**src/rtl/cpu_pkg.sv**
```systemverilog
`default_nettype none
// ============================================================================
// Module   : cpu_pkg
// Brief    : Shared widths and run-profiler FSM state encoding.
// Revision : 1.0 - initial release
// ============================================================================
package cpu_pkg;

  // Default widths shared by the cycle counter and the run profiler
  localparam int CC_W  = 16;
  localparam int RET_W = 16;

  // Run-profiler FSM states
  typedef enum logic [1:0] {
    PROF_IDLE   = 2'd0,
    PROF_RUN    = 2'd1,
    PROF_REPORT = 2'd2
  } prof_state_t;

endpackage
`default_nettype wire

```
**src/rtl/run_profiler_if.sv**
```systemverilog
`default_nettype none
// ============================================================================
// Module   : run_profiler_if
// Brief    : Result-record channel from the run profiler to the reporting logic.
// Revision : 1.0 - initial release
// ============================================================================
interface run_profiler_if
  import cpu_pkg::*;
#(
  parameter int CNT_W = CC_W,
  parameter int RET_W = cpu_pkg::RET_W
);

  logic             rpt_valid;
  logic             rpt_ready;
  logic [CNT_W-1:0] rpt_cycles;
  logic [RET_W-1:0] rpt_instrs;
  logic             rpt_sat;

  // Profiler side: produces the record
  modport master (
    output rpt_valid,
    output rpt_cycles,
    output rpt_instrs,
    output rpt_sat,
    input  rpt_ready
  );

  // Consumer side: reporting/display logic
  modport slave (
    input  rpt_valid,
    input  rpt_cycles,
    input  rpt_instrs,
    input  rpt_sat,
    output rpt_ready
  );

endinterface
`default_nettype wire

```
**src/rtl/run_profiler_sat_counter.sv**
```systemverilog
`default_nettype none
// ============================================================================
// Module   : sat_counter
// Brief    : Saturating up-counter with clear, enable and sticky saturation
//            flag. Exposes the look-ahead value (what the counter will hold
//            after this edge) so a capture can include this cycle's increment.
// Revision : 1.0 - initial release
// ============================================================================
module sat_counter #(
  parameter int W = 16
) (
  input  logic         clk,
  input  logic         rst,
  input  logic         clr,
  input  logic         en,
  output logic [W-1:0] cnt_next,
  output logic         sat_next
);

  localparam logic [W-1:0] c_max = '1;
  localparam logic [W-1:0] c_one = {{(W-1){1'b0}}, 1'b1};

  logic [W-1:0] r_cnt;
  logic         r_sat;

  // Next count: clear wins, otherwise increment until the ceiling, then flag
  always_comb begin
    cnt_next = r_cnt;
    sat_next = r_sat;
    if (clr) begin
      cnt_next = '0;
      sat_next = 1'b0;
    end else if (en) begin
      if (r_cnt == c_max) begin
        sat_next = 1'b1;
      end else begin
        cnt_next = r_cnt + c_one;
      end
    end
  end

  // Count and sticky flag registers
  always_ff @(posedge clk or posedge rst) begin
    if (rst) begin
      r_cnt <= '0;
      r_sat <= 1'b0;
    end else begin
      r_cnt <= cnt_next;
      r_sat <= sat_next;
    end
  end

endmodule
`default_nettype wire

```
**src/rtl/run_profiler.sv**
```systemverilog
`default_nettype none
// ============================================================================
// Module   : run_profiler
// Brief    : Measures one program run: elapsed cycles (from the free-running
//            cycle counter) and retired instructions, reported as one record
//            per run over a valid/ready channel.
// Revision : 1.0 - initial release
// ============================================================================
module run_profiler
  import cpu_pkg::*;
#(
  parameter int CNT_W = CC_W,
  parameter int RET_W = cpu_pkg::RET_W
) (
  input  logic             clk,
  input  logic             rst,
  input  logic [CNT_W-1:0] cc_count,
  input  logic             start,
  input  logic             retire,
  input  logic             halt,
  output logic             busy,
  run_profiler_if.master   rpt
);

  prof_state_t      r_state;
  prof_state_t      w_state_nxt;
  logic             w_take_start;
  logic             w_take_halt;
  logic             w_cnt_en;
  logic [RET_W-1:0] w_ret_cnt_nxt;
  logic             w_ret_sat_nxt;

  logic [CNT_W-1:0] r_start_cc;
  logic [CNT_W-1:0] r_cycles;
  logic [RET_W-1:0] r_instrs;
  logic             r_rpt_sat;
  logic             r_valid;
  logic             r_busy;

  // Retire counter; the look-ahead value already includes a retire on the halt cycle
  sat_counter #(
    .W (RET_W)
  ) u_ret_cnt (
    .clk      (clk),
    .rst      (rst),
    .clr      (w_take_start),
    .en       (w_cnt_en),
    .cnt_next (w_ret_cnt_nxt),
    .sat_next (w_ret_sat_nxt)
  );

  // Next state and qualified events; start only counts in IDLE, halt only in RUN
  always_comb begin
    w_state_nxt  = r_state;
    w_take_start = 1'b0;
    w_take_halt  = 1'b0;
    w_cnt_en     = 1'b0;
    case (r_state)
      PROF_IDLE: begin
        if (start) begin
          w_take_start = 1'b1;
          w_state_nxt  = PROF_RUN;
        end
      end
      PROF_RUN: begin
        w_cnt_en = retire;
        if (halt) begin
          w_take_halt = 1'b1;
          w_state_nxt = PROF_REPORT;
        end
      end
      PROF_REPORT: begin
        if (rpt.rpt_ready) begin
          w_state_nxt = PROF_IDLE;
        end
      end
      default: w_state_nxt = PROF_IDLE;
    endcase
  end

  // State register
  always_ff @(posedge clk or posedge rst) begin
    if (rst) begin
      r_state <= PROF_IDLE;
    end else begin
      r_state <= w_state_nxt;
    end
  end

  // Registered state decodes so valid and busy have no input-to-output path
  always_ff @(posedge clk or posedge rst) begin
    if (rst) begin
      r_valid <= 1'b0;
      r_busy  <= 1'b0;
    end else begin
      r_valid <= (w_state_nxt == PROF_REPORT);
      r_busy  <= (w_state_nxt != PROF_IDLE);
    end
  end

  // Capture start stamp and, at halt, the record; the record then holds until the next halt
  always_ff @(posedge clk or posedge rst) begin
    if (rst) begin
      r_start_cc <= '0;
      r_cycles   <= '0;
      r_instrs   <= '0;
      r_rpt_sat  <= 1'b0;
    end else begin
      if (w_take_start) begin
        r_start_cc <= cc_count;
      end
      if (w_take_halt) begin
        r_cycles  <= cc_count - r_start_cc;
        r_instrs  <= w_ret_cnt_nxt;
        r_rpt_sat <= w_ret_sat_nxt;
      end
    end
  end

  assign rpt.rpt_valid  = r_valid;
  assign rpt.rpt_cycles = r_cycles;
  assign rpt.rpt_instrs = r_instrs;
  assign rpt.rpt_sat    = r_rpt_sat;
  assign busy           = r_busy;

endmodule
`default_nettype wire

```
**src/flat_wrapper.sv**
```systemverilog
// flat-port wrapper written by rule: the top's interface ports become plain ports
module run_profiler_flat import cpu_pkg::*;
#(
  parameter int CNT_W = CC_W,
  parameter int RET_W = cpu_pkg::RET_W
)
  (clk, rst, cc_count, start, retire, halt, busy, rpt_rpt_valid, rpt_rpt_cycles, rpt_rpt_instrs, rpt_rpt_sat, rpt_rpt_ready);
  run_profiler_if #(.CNT_W(CNT_W), .RET_W(RET_W)) rpt_i ();
  input  logic clk;
  input  logic rst;
  input  logic [CNT_W-1:0] cc_count;
  input  logic start;
  input  logic retire;
  input  logic halt;
  output logic busy;
  output wire logic [$bits(rpt_i.rpt_valid)-1:0] rpt_rpt_valid;
  output wire logic [$bits(rpt_i.rpt_cycles)-1:0] rpt_rpt_cycles;
  output wire logic [$bits(rpt_i.rpt_instrs)-1:0] rpt_rpt_instrs;
  output wire logic [$bits(rpt_i.rpt_sat)-1:0] rpt_rpt_sat;
  input wire logic [$bits(rpt_i.rpt_ready)-1:0] rpt_rpt_ready;
  assign rpt_rpt_valid = rpt_i.rpt_valid;
  assign rpt_rpt_cycles = rpt_i.rpt_cycles;
  assign rpt_rpt_instrs = rpt_i.rpt_instrs;
  assign rpt_rpt_sat = rpt_i.rpt_sat;
  assign rpt_i.rpt_ready = rpt_rpt_ready;
  run_profiler #(.CNT_W(CNT_W), .RET_W(RET_W)) u_core (.clk(clk), .rst(rst), .cc_count(cc_count), .start(start), .retire(retire), .halt(halt), .busy(busy), .rpt(rpt_i));
endmodule
```
**config.mk**
```make
export PLATFORM = sky130hd
export DESIGN_NAME = run_profiler_flat
export DESIGN_NICKNAME = d
export VERILOG_FILES = /design/src/rtl/cpu_pkg.sv /design/src/rtl/run_profiler_if.sv /design/src/rtl/run_profiler_sat_counter.sv /design/src/rtl/run_profiler.sv /design/src/flat_wrapper.sv
export SDC_FILE = /design/constraint.sdc
export NUM_CORES = 1
export LEC_CHECK = 0
export CORE_MARGIN = 2
export CORE_UTILIZATION = 54
export CTS_CLUSTER_SIZE = 12
export DETAILED_ROUTE_END_ITERATION = 12
export HOLD_SLACK_MARGIN = 0.1
export PLACE_DENSITY = 0.91
export RECOVER_POWER = 100
export SLEW_MARGIN = 20
export SYNTH_ARGS = -nofsm -noshare
export SYNTH_HDL_FRONTEND = slang
export SYNTH_HIERARCHICAL = 1
export SYNTH_SLANG_ARGS = --single-unit
```
**constraint.sdc**
```tcl
create_clock -name clk -period 2.6 [get_ports clk]
set_input_delay 0.52 -clock clk [delete_from_list [all_inputs] [get_ports clk]]
set_output_delay 0.52 -clock clk [all_outputs]
set_load 0.01 [all_outputs]
```
==> reports/qor.yml, run 1 <==
floorplan:
  rows: 30
  num_io_pins: 57
  die_h_um: 86.51
  start_util: 0.5502
  dieArea_um2: 7483
  chipWidth_um: 86.51
  core-area_um2: 6681
placement:
  dp_hpwl_um: 5873
  gp_congestion: 0.8358
  port_buffers: 56
  dpl-instance-area_um2: 4433
  dp_cells: 493
layout:
  drive_above_1_share: 0.1647
  final-instance-count-excl-fill: 511
  diodes: 0
  multi_input_area_um2: 1790
  fill_cells: 499
  regArea_um2: 1752
  postLayoutCellArea_um2: 4634
  nNetsFinal: 465
  syn2layout_area_growth_pct: 26.07
  post-route-util: 0.6936
sta:
  final-hold-violation-count: 0
  finClkSkew_ns: 0.007204
  fmax_mhz: 399.5
  tightest_slew_ns: 1.071
  setup_viol: 0
  fin_tns_setup_ns: 0
  fin_crit_sh: 0.9628
  slew_headroom: 0.2862
  period_needed_ns: 2.503
  drv_slew: 0
synthesis:
  synth_top_area_frac: 0.4765
  ys.flop_type: "dfrtp_1"
  synth.distinct_cells: 59
  yosys_warnings: 6
  synthTopCellsByArea: "dfrtp_1, mux2_2, ha_1"
  yosysMostFrequentCell: "dfrtp_1"
  synthArstFlopShare: 1.000
  syn_avg_cell_area_um2: 10.44
  syn_nets: 391
  post-synth-top-area-cell: "dfrtp_1"
  ys_ff_latch: 70
  syn_area_um2: 3676
  syn-instance-count: 352
  synth_edf_count: 0
  synth_seq_area_share: 0.4765
  synthTopCellsByCount: "dfrtp_1, nand2_1, o21ai_0, inv_1, mux2_2"
global_route:
  antenna_found_initial: 0
  grt.overflow.total: 0
  grt_pass1_vias: 2996
  grt_first_pass_wirelength_um: 13680
  grt_max_degree: 47
  grt_util_all_layers: 0.2358
pwr:
  power_uw: 4339
  p_int_uw: 2788
  p_clk_frac: 0.228
  max-vdd-ir-drop_uv: 622.3
  power.leakage_uw: 0.002230
  switching_share: 0.3575
  p_per_area_nw_per_um2: 936.2
  power_frac_comb: 0.422
  p_seq_frac: 0.350
  power.switching_uw: 1551
cts:
  cts_hold_buf: 0
  cts_sinks: 70
  cts-root-buf: "clkbuf_8"
  cts_tree: "built"
  clk_pin_slew_ns: 0.08
  htreeDepth: 3
  clkLatencyLatePin_ns: 0.36
  cts_buffer_depth: 2
  numCtsBuffers: 9
critical_path:
  worst_path_dominant_cell_family: "compound AO/OA/AOI/OAI gates"
  cp.arrival_ns: 2.74
  crit_chain: "clkdlybuf4s50_1, inv_1, ha_2, fa_2, and2b_1, o2111ai_2, a211oi_2, a21boi_1, xor2_1, o21ai_1"
  cp_data_required_time_ns: 2.84
  cp-end-kind: "flip-flop"
  startpoint_type: "input port"
  critical_path_class: "input port to flip-flop"
  path_depth: 10
  crit_fanout: 3
  critPathBufInv: 2
  rr_worst_depth: 8
  worst_path_max_delay_cell: "clkdlybuf4s50_1"
  worst_path_largest_cell_delay_ns: 0.48
detailed_routing:
  via_count: 2956
  first_pass_iters: 4
  drt_iter0_markers: 181
  ant_nets: 0
  drt_wl_total_um: 8203
  drc_errors: 0
  via_per_inst: 5.785
  wl_per_cell_um: 16.05
worst_hold_path:
  hold_class: "flip-flop to flip-flop"
  holdPathStages: 2
run_status:
  status: "finished clean"
run:
  maxCapViolations: 0
==> registers in the layout (all words and copies together) (netlist names), 2 cells and up <==
signal,cells
u_core/u_ret_cnt/r_cnt,16
u_core/r_state,2
u_core/r_start_cc,16
u_core/rpt.rpt_cycles,16
u_core/rpt.rpt_instrs,16
==> cells by family after synthesis <==
| group | count (synthesis) | synth area share |
|---|---|---|
| simple gates | 104 | 0.1586 |
| compound gates | 86 | 0.1539 |
| flops | 70 | 0.4765 |
| buf+inv | 34 | 0.03812 |
| mux | 22 | 0.06773 |
| xor+xnor | 19 | 0.04527 |
| fa+ha+maj | 17 | 0.05990 |
==> layout make-up <==
type	count	area share
well taps	80	0.02160
inverters	23	0.01863
multi-input cells	248	0.3863
clock inverters	6	0.01836
flip-flops and latches	70	0.3780
clock buffers	10	0.02970
repair buffers	74	0.1474
==> stage by stage <==
| step | hold slack (ns) | setup slack (ns) |
|---|---|---|
| after floorplan | 0.4461 | 0.3954 |
| after global placement | 0.4649 | -0.2374 |
| after detailed placement | 0.4789 | -0.3447 |
| after CTS | 0.4952 | 0.02050 |
| after global routing | 0.5162 | -0.01792 |
| final | 0.4839 | 0.09660 |
==> power by group through the flow <==
stage	combinational, µW	sequential, µW	clock [µW]
after floorplan	1090	1570	0
after global placement	1760	1530	0
after detailed placement	1850	1550	0
after CTS	1870	1530	1010
after global routing	2030	1560	1060
final	1830	1520	989
==> placed cells by master (no fill, tap or decap), types with 15 or more instances in the layout <==
cell type / synthesis / final
dfrtp_1: 70 / 70
nand2_1: 44 / 44
dlygate4sd3_1: 0 / 39
o21ai_0: 32 / 33
inv_1: 23 / 23
mux2_2: 19 / 19
clkdlybuf4s50_1: 0 / 17
nor2_1: 16 / 16
ha_1: 16 / 15
==> metal layers <==
metal	track usage	routed length, µm	part of all wire
met2	0.4147	4294	0.52
met1	0.2731	3360	0.41
met3	0.05333	338	0.041
met4	0.1080	209	0.025
met5	0	0	0
==> worst min-delay path, cell delays in order, from the launching register on <==
cell,delay (ns)
dfrtp_1,0.35
nand2_1,0.04
o21ai_0,0.06
==> repair_timing <==
| item | CTS | global route |
|---|---|---|
| hold endpoints to repair | 0 | 0 |
| buffers inserted | 0 | 2 |
| setup endpoints to repair | 0 | 3 |
| resized for setup | 0 | 5 |
==> worst paths after layout <==
kind                                      startpoint                         end  slack [ns]
setup / recovery                         cc_count[0]   u_core/rpt.rpt_cycles[12]         0.1
hold / removal             u_core/rpt.rpt_cycles[13]   u_core/rpt.rpt_cycles[13]        0.48
setup reg to reg                u_core/r_start_cc[0]   u_core/rpt.rpt_cycles[12]        0.40
hold reg to reg            u_core/rpt.rpt_cycles[13]   u_core/rpt.rpt_cycles[13]        0.48
max in group asynchronous                        rst        u_core/r_start_cc[9]        0.48
min in group asynchronous                        rst  u_core/u_ret_cnt/r_cnt[12]        0.73
Note: power is estimated with default switching activity, not from simulation.
==> run 2, diff against run 1 <==
SLEW_MARGIN = default   (was 20)
clock period = 2.85 ns   (was 2.6 ns; I/O delays follow)
==> run 2 against run 1 <==
Compared with the run above: register-to-register slack better by 0.09 ns; clock power down 27%; sequential cell count unchanged; design area down 3.8%; clock-buffer cell count up 3; clock skew about the same; sequential share of layout area up 1.5 points; global-route usage down 1.9 points; non-clock buffer count down 14; power down 17%; routed wire length down 6.8%; hold slack worse by 0.0040 ns; critical endpoint unchanged; largest cell class unchanged.
==> reports/qor.yml, run 2 (synthesis gave the netlist of run 1 again) <==
cts:
  ctsResizeCount: 0  # unchanged
  htreeDepth: 3  # unchanged
  cts_hold_buf: 0  # unchanged
  numCtsBuffers: 9  # unchanged
  post_cts_buffers: 0  # unchanged
  cts_tree: "built"  # unchanged
  clk_pin_slew_ns: 0.07  # was 0.08 ns
  clkLatencyLatePin_ns: 0.35  # was 0.36 ns
  cts_sinks: 70  # unchanged
  cts-root-buf: "clkbuf_8"  # unchanged
  cts_buffer_depth: 2  # unchanged
sta:
  setup_viol: 0  # unchanged
  slew_headroom: 0.1292  # was 0.2862
  finClkSkew_ns: 0.007080  # was 0.007204 ns
  drv_slew: 0  # unchanged
  tightest_slew_ns: 1.306  # was 1.071 ns
  fin_tns_setup_ns: 0  # unchanged
  final-hold-violation-count: 0  # unchanged
  fmax_mhz: 379.6
  fin_crit_sh: 0.9244
  period_needed_ns: 2.634
  grt_setup_unrepaired: "false"
critical_path:
  cp.arrival_ns: 2.89  # was 2.74 ns
  cp_data_required_time_ns: 3.11  # was 2.84 ns
  startpoint_type: "input port"  # unchanged
  critical_path_class: "input port to flip-flop"  # unchanged
  timing.rr.end: "u_core/rpt.rpt_instrs[10]"  # was u_core/rpt.rpt_cycles[12]
  crit_fanout: 3  # unchanged
  r2r_start: "u_core/r_state[1]"  # was u_core/r_start_cc[0]
  cp-end-kind: "flip-flop"  # unchanged
  regToRegSetupSlack_ns: 0.49  # was 0.40 ns
  worst_path_largest_cell_delay_ns: 0.49  # was 0.48 ns
  worst_path_max_delay_cell: "clkdlybuf4s50_1"  # unchanged
  crit_chain: "clkdlybuf4s50_1, inv_1, ha_1, fa_1, and2b_1, o2111ai_1, a211oi_2, a21boi_0, xor2_1, o21ai_0"  # was clkdlybuf4s50_1, inv_1, ha_2, fa_2, and2b_1, o2111ai_2, a211oi_2, a21boi_1, xor2_1, o21ai_1
  rr_worst_depth: 7  # was 8
floorplan:
  chipWidth_um: 86.51  # unchanged
  rows: 30  # unchanged
  dieArea_um2: 7483  # unchanged
  die_h_um: 86.51  # unchanged
  num_io_pins: 57  # unchanged
  start_util: 0.5502  # unchanged
  core-area_um2: 6681  # unchanged
global_route:
  met3_usage: 0.03619  # was 0.05333
  grt_max_degree: 54  # was 47
  grt.overflow.total: 0  # unchanged
  use_met2: 0.3860  # was 0.4147
  use_met1: 0.2552  # was 0.2731
  grt_util_all_layers: 0.2168  # was 0.2358
  grt_busiest_layer: "met2"  # unchanged
  grt_first_pass_wirelength_um: 12600  # was 13680 µm
  antenna_found_initial: 0  # unchanged
  grt_pass1_vias: 2770  # was 2996
run_status:
  status: "finished clean"  # unchanged
worst_hold_path:
  hold_class: "flip-flop to flip-flop"  # unchanged
  worstHoldStart: "u_core/rpt.rpt_cycles[6]"  # was u_core/rpt.rpt_cycles[13]
  holdPathStages: 2  # unchanged
  hold_end: "u_core/rpt.rpt_cycles[6]"  # was u_core/rpt.rpt_cycles[13]
pwr:
  power.leakage_uw: 0.002147  # was 0.002230 µW
  max-vdd-ir-drop_uv: 441.4  # was 622.3 µV
  p_per_area_nw_per_um2: 809.9  # was 936.2 nW/µm²
  power_uw: 3613  # was 4339 µW
run:
  maxCapViolations: 0  # unchanged
layout:
  most-common-layout-cells: "dfrtp_1, nand2_1, dlygate4sd3_1"  # unchanged
  final-instance-count-excl-fill: 495  # was 511
  fill_cells: 543  # was 499
  postLayoutCellArea_um2: 4461  # was 4634 µm²
  nNetsFinal: 451  # was 465
  regArea_um2: 1752  # unchanged
  drive_above_1_share: 0.1157  # was 0.1647
  multi_input_area_um2: 1754  # was 1790 µm²
  mostFrequentLayoutCell: "dfrtp_1"  # unchanged
  diodes: 0  # unchanged
  syn2layout_area_growth_pct: 21.34  # was 26.07%
detailed_routing:
  wl_per_cell_um: 15.44  # was 16.05 µm
  first_pass_iters: 4  # unchanged
  drt_wl_total_um: 7645  # was 8203 µm
  via_count: 2823  # was 2956
  ant_nets: 0  # unchanged
  drt_iter0_markers: 171  # was 181
  via_per_inst: 5.703  # was 5.785
  drc_errors: 0  # unchanged
placement:
  dp_cells: 481  # was 493
  gp_congestion: 0.8731  # was 0.8358
  dp_hpwl_um: 5383  # was 5873 µm
  port_buffers: 56  # unchanged
  dpl-instance-area_um2: 4343  # was 4433 µm²
-- run 2: cell types whose count changed in the layout (fill, tap and decap cells not counted), moves of 2 or more --
cell	before	now
clkbuf_8	10	12
o21ai_0	33	35
bufinv_16	2	0
buf_4	14	0
o21ai_1	4	2
clkinvlp_4	2	0
-- run 2: area by class of cell --
class,count,share of cell area
Multi-Input combinational cell,248,0.3933
Tap cell,80,0.02244
Timing Repair Buffer,60,0.1332
Clock inverter,1,0.001122
Inverter,23,0.01935
Clock buffer,13,0.03787
Sequential cell,70,0.3927
-- run 2: routing by layer --
metal	vias up	wire length [µm]
met4	0	123
li1	1379	-
met2	78	3975
met3	15	344
met5	-	0
met1	1351	3202
-- run 2: stage by stage --
stage	worst slack [ns]	hold slack, ns	util
finish	0.2156	0.4798	0.6676
floorplan	0.5954	0.4587	-
detailed placement	-0.1010	0.4742	0.6500
global placement	-0.04100	0.4626	0.6500
CTS	0.2277	0.4889	0.6760
global route	0.08083	0.5013	0.6676
-- run 2: power breakdown --
group / switching, µW / total (µW) / internal, µW
clock network: 350 / 726 / 377
logic: 826 / 1510 / 683
registers: 132 / 1380 / 1250
total: 1310 / 3610 / 2310
-- run 2: worst max-delay path by stage --
stage / cells past startpoint / start / end
finish: 10 / cc_count[0] / u_core/rpt.rpt_cycles[12]
global route: 8 / cc_count[6] / u_core/rpt.rpt_cycles[9]
CTS: 10 / cc_count[0] / u_core/rpt.rpt_cycles[12]
detailed placement: 10 / cc_count[0] / u_core/rpt.rpt_cycles[12]
global placement: 10 / cc_count[0] / u_core/rpt.rpt_cycles[12]
floorplan: 9 / cc_count[0] / u_core/rpt.rpt_cycles[12]
-- run 2: critical path: cells and delay by family --
kind / cells / cell delay, ns
xor gates and xnor gates: 1 / 0.16
buffers and inverters: 2 / 0.54
adders and majority gates: 2 / 0.61
and+or+nand+nor: 1 / 0.24
AOI/OAI and AO/OA: 4 / 0.77
